### src/rtl/conv_out_writer.sv
// conv_out_writer: writeback stage of the conv accelerator. Adds the
// per-channel bias (read from Bias SRAM) to each 32-bit accumulator,
// requantizes to int8 (round half up, arithmetic shift, saturate) and
// writes the sign-extended result to the Output SRAM word space.
// Optional feature: define OUT_WRITER_RELU_EN to clamp negatives to 0.
// Ports:
//   clk, rst          clock, async active-high reset
//   start             launch pulse (IDLE only); samples num_ch, ch_len,
//                     shift, base_addr
//   in_valid/in_ready accumulator handshake, in_acc channel-major data
//   bias_cs/addr      Bias SRAM read; bias_rdata valid one cycle later
//   out_cs/we/addr    Output SRAM write port, out_wdata = sext(int8)
//   finish            one-cycle pulse when the layer is complete
module conv_out_writer #(
  parameter int ACC_W   = 32,
  parameter int ADDR_W  = 18,
  parameter int BADDR_W = 9,
  parameter int CNT_W   = 16
) (
  input  logic               clk,
  input  logic               rst,
  input  logic               start,
  input  logic [CNT_W-1:0]   num_ch,
  input  logic [CNT_W-1:0]   ch_len,
  input  logic [4:0]         shift,
  input  logic [ADDR_W-1:0]  base_addr,
  input  logic               in_valid,
  output logic               in_ready,
  input  logic [ACC_W-1:0]   in_acc,
  output logic               bias_cs,
  output logic [BADDR_W-1:0] bias_addr,
  input  logic [ACC_W-1:0]   bias_rdata,
  output logic               out_cs,
  output logic               out_we,
  output logic [ADDR_W-1:0]  out_addr,
  output logic [15:0]        out_wdata,
  output logic               finish
);

  typedef enum logic [2:0] {
    IDLE, BIAS_REQ, BIAS_WAIT, STREAM, DRAIN, DONE
  } state_t;

  state_t state;
  state_t state_nx;

  logic [CNT_W-1:0]  num_ch_r;
  logic [CNT_W-1:0]  ch_len_r;
  logic [4:0]        shift_r;
  logic [CNT_W-1:0]  ch_idx;
  logic [CNT_W-1:0]  pix_cnt;
  logic [ADDR_W-1:0] wr_addr;
  logic [ACC_W-1:0]  bias_reg;

  logic              s1_valid;
  logic [ACC_W:0]    s1_sum;
  logic              s2_valid;
  logic [7:0]        s2_res;

  logic hs;
  logic last_pix;
  logic last_ch;

  assign hs       = in_valid & in_ready;
  assign last_pix = (pix_cnt == ch_len_r - CNT_W'(1));
  assign last_ch  = (ch_idx == num_ch_r - CNT_W'(1));

  // state register
  always_ff @(posedge clk or posedge rst) begin
    if (rst) state <= IDLE;
    else     state <= state_nx;
  end

  // next-state logic
  always_comb begin
    state_nx = state;
    unique case (state)
      IDLE: begin
        if (start) begin
          if (num_ch == '0 || ch_len == '0) state_nx = DONE;
          else                              state_nx = BIAS_REQ;
        end
      end
      BIAS_REQ:  state_nx = BIAS_WAIT;
      BIAS_WAIT: state_nx = STREAM;
      STREAM: begin
        if (hs && last_pix) begin
          if (last_ch) state_nx = DRAIN;
          else         state_nx = BIAS_REQ;
        end
      end
      // S2 retires its last write on this edge once S1 is empty,
      // so finish lands in the cycle right after that write.
      DRAIN: begin
        if (!s1_valid) state_nx = DONE;
      end
      DONE:    state_nx = IDLE;
      default: state_nx = IDLE;
    endcase
  end

  // state-decoded outputs and the write port
  always_comb begin
    in_ready  = (state == STREAM);
    bias_cs   = (state == BIAS_REQ);
    bias_addr = '0;
    if (state == BIAS_REQ) bias_addr = ch_idx[BADDR_W-1:0];
    finish    = (state == DONE);
    out_cs    = s2_valid;
    out_we    = s2_valid;
    out_addr  = '0;
    out_wdata = '0;
    if (s2_valid) begin
      out_addr  = wr_addr;
      out_wdata = {{8{s2_res[7]}}, s2_res};
    end
  end

  // requantize: round half up, arithmetic shift, saturate
  logic [ACC_W+1:0]        rnd;
  logic signed [ACC_W+1:0] biased;
  logic signed [ACC_W+1:0] shifted;
  logic                    pos_ovf;
  logic                    neg_ovf;
  logic [7:0]              sat;

  always_comb begin
    rnd = '0;
    if (shift_r != '0)
      rnd = {{(ACC_W+1){1'b0}}, 1'b1} << (shift_r - 5'd1);
    biased  = {s1_sum[ACC_W], s1_sum} + rnd;
    shifted = biased >>> shift_r;
    pos_ovf = !shifted[ACC_W+1] && (|shifted[ACC_W:7]);
    neg_ovf = shifted[ACC_W+1] && !(&shifted[ACC_W:7]);
`ifdef OUT_WRITER_RELU_EN
    if (shifted[ACC_W+1]) sat = 8'h00;
    else if (pos_ovf)     sat = 8'h7F;
    else                  sat = shifted[7:0];
`else
    if (pos_ovf)      sat = 8'h7F;
    else if (neg_ovf) sat = 8'h80;
    else              sat = shifted[7:0];
`endif
  end

  // counters, bias capture and the two pipeline stages
  always_ff @(posedge clk or posedge rst) begin
    if (rst) begin
      num_ch_r <= '0;
      ch_len_r <= '0;
      shift_r  <= '0;
      ch_idx   <= '0;
      pix_cnt  <= '0;
      wr_addr  <= '0;
      bias_reg <= '0;
      s1_valid <= 1'b0;
      s1_sum   <= '0;
      s2_valid <= 1'b0;
      s2_res   <= '0;
    end else begin
      if (state == IDLE && start) begin
        num_ch_r <= num_ch;
        ch_len_r <= ch_len;
        shift_r  <= shift;
        ch_idx   <= '0;
        pix_cnt  <= '0;
        wr_addr  <= base_addr;
      end else if (s2_valid) begin
        wr_addr  <= wr_addr + ADDR_W'(1);
      end

      if (state == BIAS_WAIT) bias_reg <= bias_rdata;

      if (hs) begin
        if (last_pix) begin
          pix_cnt <= '0;
          ch_idx  <= ch_idx + CNT_W'(1);
        end else begin
          pix_cnt <= pix_cnt + CNT_W'(1);
        end
      end

      // bias is bound at accept time; bias_reg may reload behind it
      s1_valid <= hs;
      if (hs)
        s1_sum <= {in_acc[ACC_W-1], in_acc}
                + {bias_reg[ACC_W-1], bias_reg};

      s2_valid <= s1_valid;
      if (s1_valid) s2_res <= sat;
    end
  end

endmodule

### config.mk
export PLATFORM = sky130hd
export DESIGN_NAME = conv_out_writer
export DESIGN_NICKNAME = d
export VERILOG_FILES = /design/src/rtl/conv_out_writer.sv
export SDC_FILE = /design/constraint.sdc
export NUM_CORES = 1
export LEC_CHECK = 0
export BUFFER_PORTS_ARGS = -buffer_cell sky130_fd_sc_hd__buf_2
export CAP_MARGIN = 30
export CORE_AREA = 2 2 192 138
export DETAILED_ROUTE_END_ITERATION = 10
export DIE_AREA = 0 0 194 140
export PLACE_DENSITY = 0.76
export REMOVE_ABC_BUFFERS = 1
export SETUP_SLACK_MARGIN = 0.02
export SYNTH_ARGS = -nofsm -noshare
export SYNTH_HDL_FRONTEND = slang
export SYNTH_SLANG_ARGS = --single-unit
### constraint.sdc
create_clock -name clk -period 6.3 [get_ports clk]
set_clock_uncertainty 0.05 [all_clocks]
set_input_delay 0.315 -clock clk [delete_from_list [all_inputs] [get_ports clk]]
set_output_delay 0.315 -clock clk [all_outputs]
set_load 0.03 [all_outputs]
==> results of run 1 <==
==> routing by layer <==
metal	vias to the layer above	routed length, um	share of wire, %	track usage [%]
li1	6214	-	-	-
met1	6043	18000	49	41.2
met2	476	15400	42	39.4
met3	52	2900	7.9	5.90
met4	0	485	1.3	5.98
met5	-	0	0	0
==> placed cells by master, fill, tap and decap left out, drive strengths merged, types with 12 or more instances in the layout <==
master  instances
a211oi         37
a21o           19
a21oi          98
a31oi          30
and2           55
and3           30
buf           195
clkbuf         18
dfrtp         165
ha             69
inv            38
mux2           73
mux2i          38
nand2         177
nand2b         22
nand3          38
nor2          114
nor3           25
nor4           18
o211ai         23
o21a           12
o21ai         174
o22ai          12
or3            16
xnor2          42
xor2           67
==> worst max path at each step <==
stage	startpoint	end	slack, ns	depth (start not counted)
global route	shift_r[2]	s2_res[4]	0.23	19
CTS	shift_r[2]	s2_res[1]	0.51	19
floorplan	state[0]	ch_idx[15]	-2.68	4
global placement	shift_r[2]	s2_res[4]	0.73	19
finish	shift_r[2]	s2_res[1]	0.57	19
detailed placement	shift_r[2]	s2_res[1]	0.53	19
==> area by class of cell <==
cell class | instances | area (um^2) | area share, %
Tap cell | 331 | 414 | 2.67
Timing Repair Buffer | 197 | 1090 | 7.06
Clock buffer | 18 | 429 | 2.77
Sequential cell | 165 | 4130 | 26.7
Antenna cell | 1 | 2.50 | 0.0161
Inverter | 37 | 144 | 0.929
Clock inverter | 14 | 176 | 1.14
Multi-Input combinational cell | 1339 | 9110 | 58.8
==> stage by stage <==
stage	setup TNS (ns)	std cells
3_3_place_gp	0	2065
2_1_floorplan	-165.46	1541
5_1_grt	0	2101
6_report	0	2102
4_1_cts	0	2097
3_5_place_dp	0	2065
==> synth_stat cells, types with 30 or more instances <==
| master | number |
|---|---|
| a31oi_1 | 30 |
| ha_1 | 69 |
| a211oi_1 | 37 |
| and3_1 | 30 |
| xor2_1 | 67 |
| inv_1 | 34 |
| mux2_2 | 73 |
| and2_1 | 54 |
| nand3_1 | 38 |
| a21oi_1 | 97 |
| nor2_1 | 113 |
| xnor2_1 | 42 |
| mux2i_1 | 38 |
| nand2_1 | 176 |
| o21ai_0 | 165 |
| dfrtp_1 | 165 |
| clkbuf_1 | 71 |
==> critical path, cell delays in order, from the launching register on <==
cell and delay [ns]:
dfrtp_2 0.43, nor2_2 0.38, nand2_1 0.24, nor2_1 0.17, ha_1 0.23, fa_1 0.26, a211oi_1 0.12, o21a_1 0.24
o22a_1 0.22, a211oi_1 0.48, o21a_1 0.24, o311ai_1 0.15, and2_1 0.22, o31ai_1 0.49, a31oi_1 0.20, mux2i_1 0.28
nor4b_1 0.39, a41oi_1 0.25, o31ai_4 0.37, o22ai_1 0.15
==> power by group <==
group | switching (uW) | total [uW] | internal [uW] | leakage, uW
Clock | 483 | 1110 | 630 | 0.000291
Sequential | 298 | 1710 | 1410 | 0.00203
Combinational | 2270 | 3850 | 1580 | 0.00450
Total | 3050 | 6670 | 3620 | 0.00681
==> what timing repair did <==
item / 4_1_cts / 5_1_grt
hold buffers: 0 / 1
resized for setup: 0 / 1
endpoints found under the hold margin: 0 / 30
endpoints found under the setup margin: 0 / 7
==> cell families after synthesis <==
logic type,share of synthesized area [%]
buffers and inverters,3.87
DFF,30.0
adders and majority gates,6.57
AOI/OAI and AO/OA,22.0
and+or+nand+nor,20.2
xor gates and xnor gates,6.94
muxes,10.4
other,0.0273
==> out/results.txt, run 1 <==
status - finished clean
worst setup path class - reg2reg
hold path startpoint - base_addr[13]
initial antenna violation count - 2
worst hold path class - in2reg
largest net degree at the start of global routing - 106
Syn Std Cell Area - 13800 um^2
Max Clk Rate - 175 MHz
max reg flops - 33
starting density of the core - 54.4%
CP Max Fanout - 9
core area - 25300 um^2
total CTS buffers - 17
Post-route DRC - 0
max_slew headroom - 36.8%
NumNets Final - 1951
worst path arrival time - 5.96 ns
Mapped Cells - 1634
CP Capture Type - flop
syn avg cell area - 8.42 um^2
Root Buffer - clkbuf_16
Pwr Total - 6670 uW
final setup margin - 0.573 ns
Via density - 6.08
reg-to-reg slack, setup - 0.57 ns
Worst-path clk slew - 0.07 ns
Port Buffers - 170
Post-DRT Antenna Nets - 0
RSZ-0062 raised after global routing - false
Synth Warn # - 0
Synth-to-Final Area Change - 12.7%
routed len/inst - 17.5 um
post-detail-place hpwl - 27.5 mm
Worst Setup Start Kind - flop
# setup viols final - 0
Via Count - 12785
#FFs+latches synth - 165
CTS max path bufs - 2
latest clock arrival within the worst-skew pair - 0.44 ns
Fillers - 2255
die height - 140 um
layout cells sized above 1 - 19.4%
fin crit period - 5.73 ns
Hold Slack - 0.0239 ns
Rows - 49
vias in the first global route - 11899
Max Cap Viol - 0
final core utilization - 61.3%
number of DRC markers in iteration 0 - 1039
Seq/Total Area, Yosys - 30.0%
dpl ws - 0.532 ns
ys flop type - dfrtp_1
GRT Total Usage - 27.1%
PD cells - 431 nW/um^2
first-pass GRT wire length - 60.9 mm
ys async rst share - 100%
placed cell area - 14800 um^2
I/O Pins - 171
Die ar. - 27200 um^2
LEAKAGE - 0.00681 uW
fin. max-slew vios - 0
hold depth - 3
Critical Path RT - 6.53 ns
Die W - 194 um
final instance area - 15500 um^2
drt total wl - 36.8 mm
CTS tree - yes
worst reg2reg startpoint - shift_r[2]
fin crit share - 90.9%
CTS H-tree lvls - 4
Yosys cell types - 95
worst reg2reg path endpoint - s2_res[1]
# Post-CTS Setup Buffers - 0
R2R cell count - 19
Post-synth EDFFs - 0
Hold Path End - wr_addr[13]
GRT overflow - 0
leading area contributor after synthesis - dfrtp_1
clk sink count - 165
gpl congestion - 0.936
DRT Pass-1 Iters - 7
top post-synthesis cells by area - dfrtp_1 (30%), ha_1 (6.3%), o21ai_0 (6.0%), mux2_2 (6.0%), nand2_1 (4.8%)
Peak VDD IR - 266 uV
Final Hold Fails - 0
Yosys top cell area share - 30.0%
actual slew at the worst max-slew pin - 0.939 ns
No activity file was read; power rests on OpenSTA's default activity.
==> inputs of run 2 (changes only) <==
PLACE_DENSITY = 0.8   (was 0.76)
==> out/results.txt, run 2 (synthesis gave the netlist of run 1 again) <==
CP delay by family, top - compound AO/OA/AOI/OAI gates
CTS tree - yes
CTS H-tree lvls - 4
CP Max Fanout - 7
# Post-CTS Setup Buffers - 0
GRT overflow - 0
die height - 140 um
Synth-to-Final Area Change - 12.6%
initial antenna violation count - 1
Pwr Total - 6660 uW
clk sink count - 165
Max Clk Rate - 168 MHz
core area - 25300 um^2
R2R cell count - 19
layout cells sized above 1 - 19.6%
starting density of the core - 54.4%
final instance area - 15500 um^2
dpl ws - 0.373 ns
Worst Path Buf+Inv - 0
actual slew at the worst max-slew pin - 0.906 ns
Die ar. - 27200 um^2
post-detail-place hpwl - 28.0 mm
Max Cap Viol - 0
commonest non-fill, non-tap cell in the layout - nand2_1
Via density - 6.16
largest net degree at the start of global routing - 101
Post-DRT Antenna Nets - 0
Root Buffer - clkbuf_16
most frequent cells in the layout - nand2_1 (175), buf_2 (170), o21ai_0 (165)
crit-path cells - nor2_1, nand2_1, nor2_1, ha_1, fa_1, a211oi_1, o21a_1, o221ai_2, o22ai_2, o31a_1, xnor2_1, mux4_2, nor2b_1, a311oi_1, a21oi_1, mux2i_1, nor4_1, a31oi_1, o22ai_1
Peak VDD IR - 269 uV
worst hold path class - in2reg
status - finished clean
gpl congestion - 0.977
latest clock arrival within the worst-skew pair - 0.45 ns
Rows - 49
max incr delay on CP - 0.65 ns
CP Capture Type - flop
fin crit period - 5.95 ns
Port Buffers - 170
worst setup path class - reg2reg
max_slew headroom - 39.6%
I/O Pins - 171
cell mode on critical path - nor2_1
Final Hold Fails - 0
Crit-path slowest cell - a31oi_1
Via Count - 12955
final non-filler cell total - 2103
max reg flops - 33
Hold Slack - 0.0215 ns
routed len/inst - 18.0 um
number of DRC markers in iteration 0 - 1339
hold depth - 3
PD cells - 430 nW/um^2
vias in the first global route - 11970
Die W - 194 um
fin crit share - 94.5%
final setup margin - 0.349 ns
first-pass GRT wire length - 61.4 mm
LEAKAGE - 0.00681 uW
Worst Setup Start Kind - flop
drt total wl - 37.8 mm
placed cell count - 2068
DRT Pass-1 Iters - 7
diodes inserted - 0
fin. max-slew vios - 0
RSZ-0062 raised after global routing - false
# setup viols final - 0
Post-route DRC - 0
GRT Total Usage - 27.6%
CTS max path bufs - 2
total CTS buffers - 17
Worst-path clk slew - 0.07 ns
placed cell area - 14800 um^2
Fillers - 2229
Critical Path RT - 6.54 ns
worst path arrival time - 6.19 ns
Stages on worst setup path - 19
NumNets Final - 1953
run 2: repair_timing:
item	CTS	global route
hold buffers	0	1
endpoints found under the setup margin	0	7
hold endpoints to repair	0	6
resized for setup	0	2
run 2: worst paths after layout:
path | from | to | slack [ns]
setup / recovery | shift_r[2] | s2_res[0] | 0.35
hold / removal | base_addr[17] | wr_addr[17] | 0.02
setup reg to reg | shift_r[2] | s2_res[0] | 0.35
hold reg to reg | s1_sum[26] | s1_sum[26] | 0.44
max in group asynchronous | rst | s1_sum[19] | 4.43
min in group asynchronous | rst | ch_len_r[8] | 0.25
run 2: metal layers:
| layer | wire length (um) | track usage (%) | vias to the layer above |
|---|---|---|---|
| met1 | 18000 | 41.3 | 6126 |
| met3 | 3140 | 5.75 | 60 |
| met2 | 16100 | 40.6 | 549 |
| met4 | 537 | 6.54 | 2 |
| li1 | - | - | 6218 |
| met5 | 8 | 0 | - |
run 2: report_power, final:
group	leakage, uW	switching [uW]	total (uW)	internal, uW
combinational	0.00450	2290	3870	1580
sequential	0.00203	305	1710	1410
clock	0.000279	488	1080	588
run 2: layout make-up:
class,count,area (um^2),area share (%)
Multi-Input combinational cell,1339,9110,58.9
Sequential cell,165,4130,26.7
Timing Repair Buffer,199,1100,7.08
Clock buffer,18,429,2.77
Tap cell,331,414,2.68
Clock inverter,14,153,0.986
Inverter,37,144,0.930
run 2: stage by stage:
| step | setup TNS [ns] | util, % |
|---|---|---|
| 2_1_floorplan | -165.46 | - |
| 3_3_place_gp | 0 | 58.7 |
| 3_5_place_dp | 0 | 58.7 |
| 4_1_cts | 0 | 61.0 |
| 5_1_grt | 0 | 61.3 |
| 6_report | 0 | 61.3 |
run 2: tightest hold or removal path, cell delays in order:
cell and delay, ns:
buf_2 0.08, nand2_1 0.03, o21ai_0 0.06
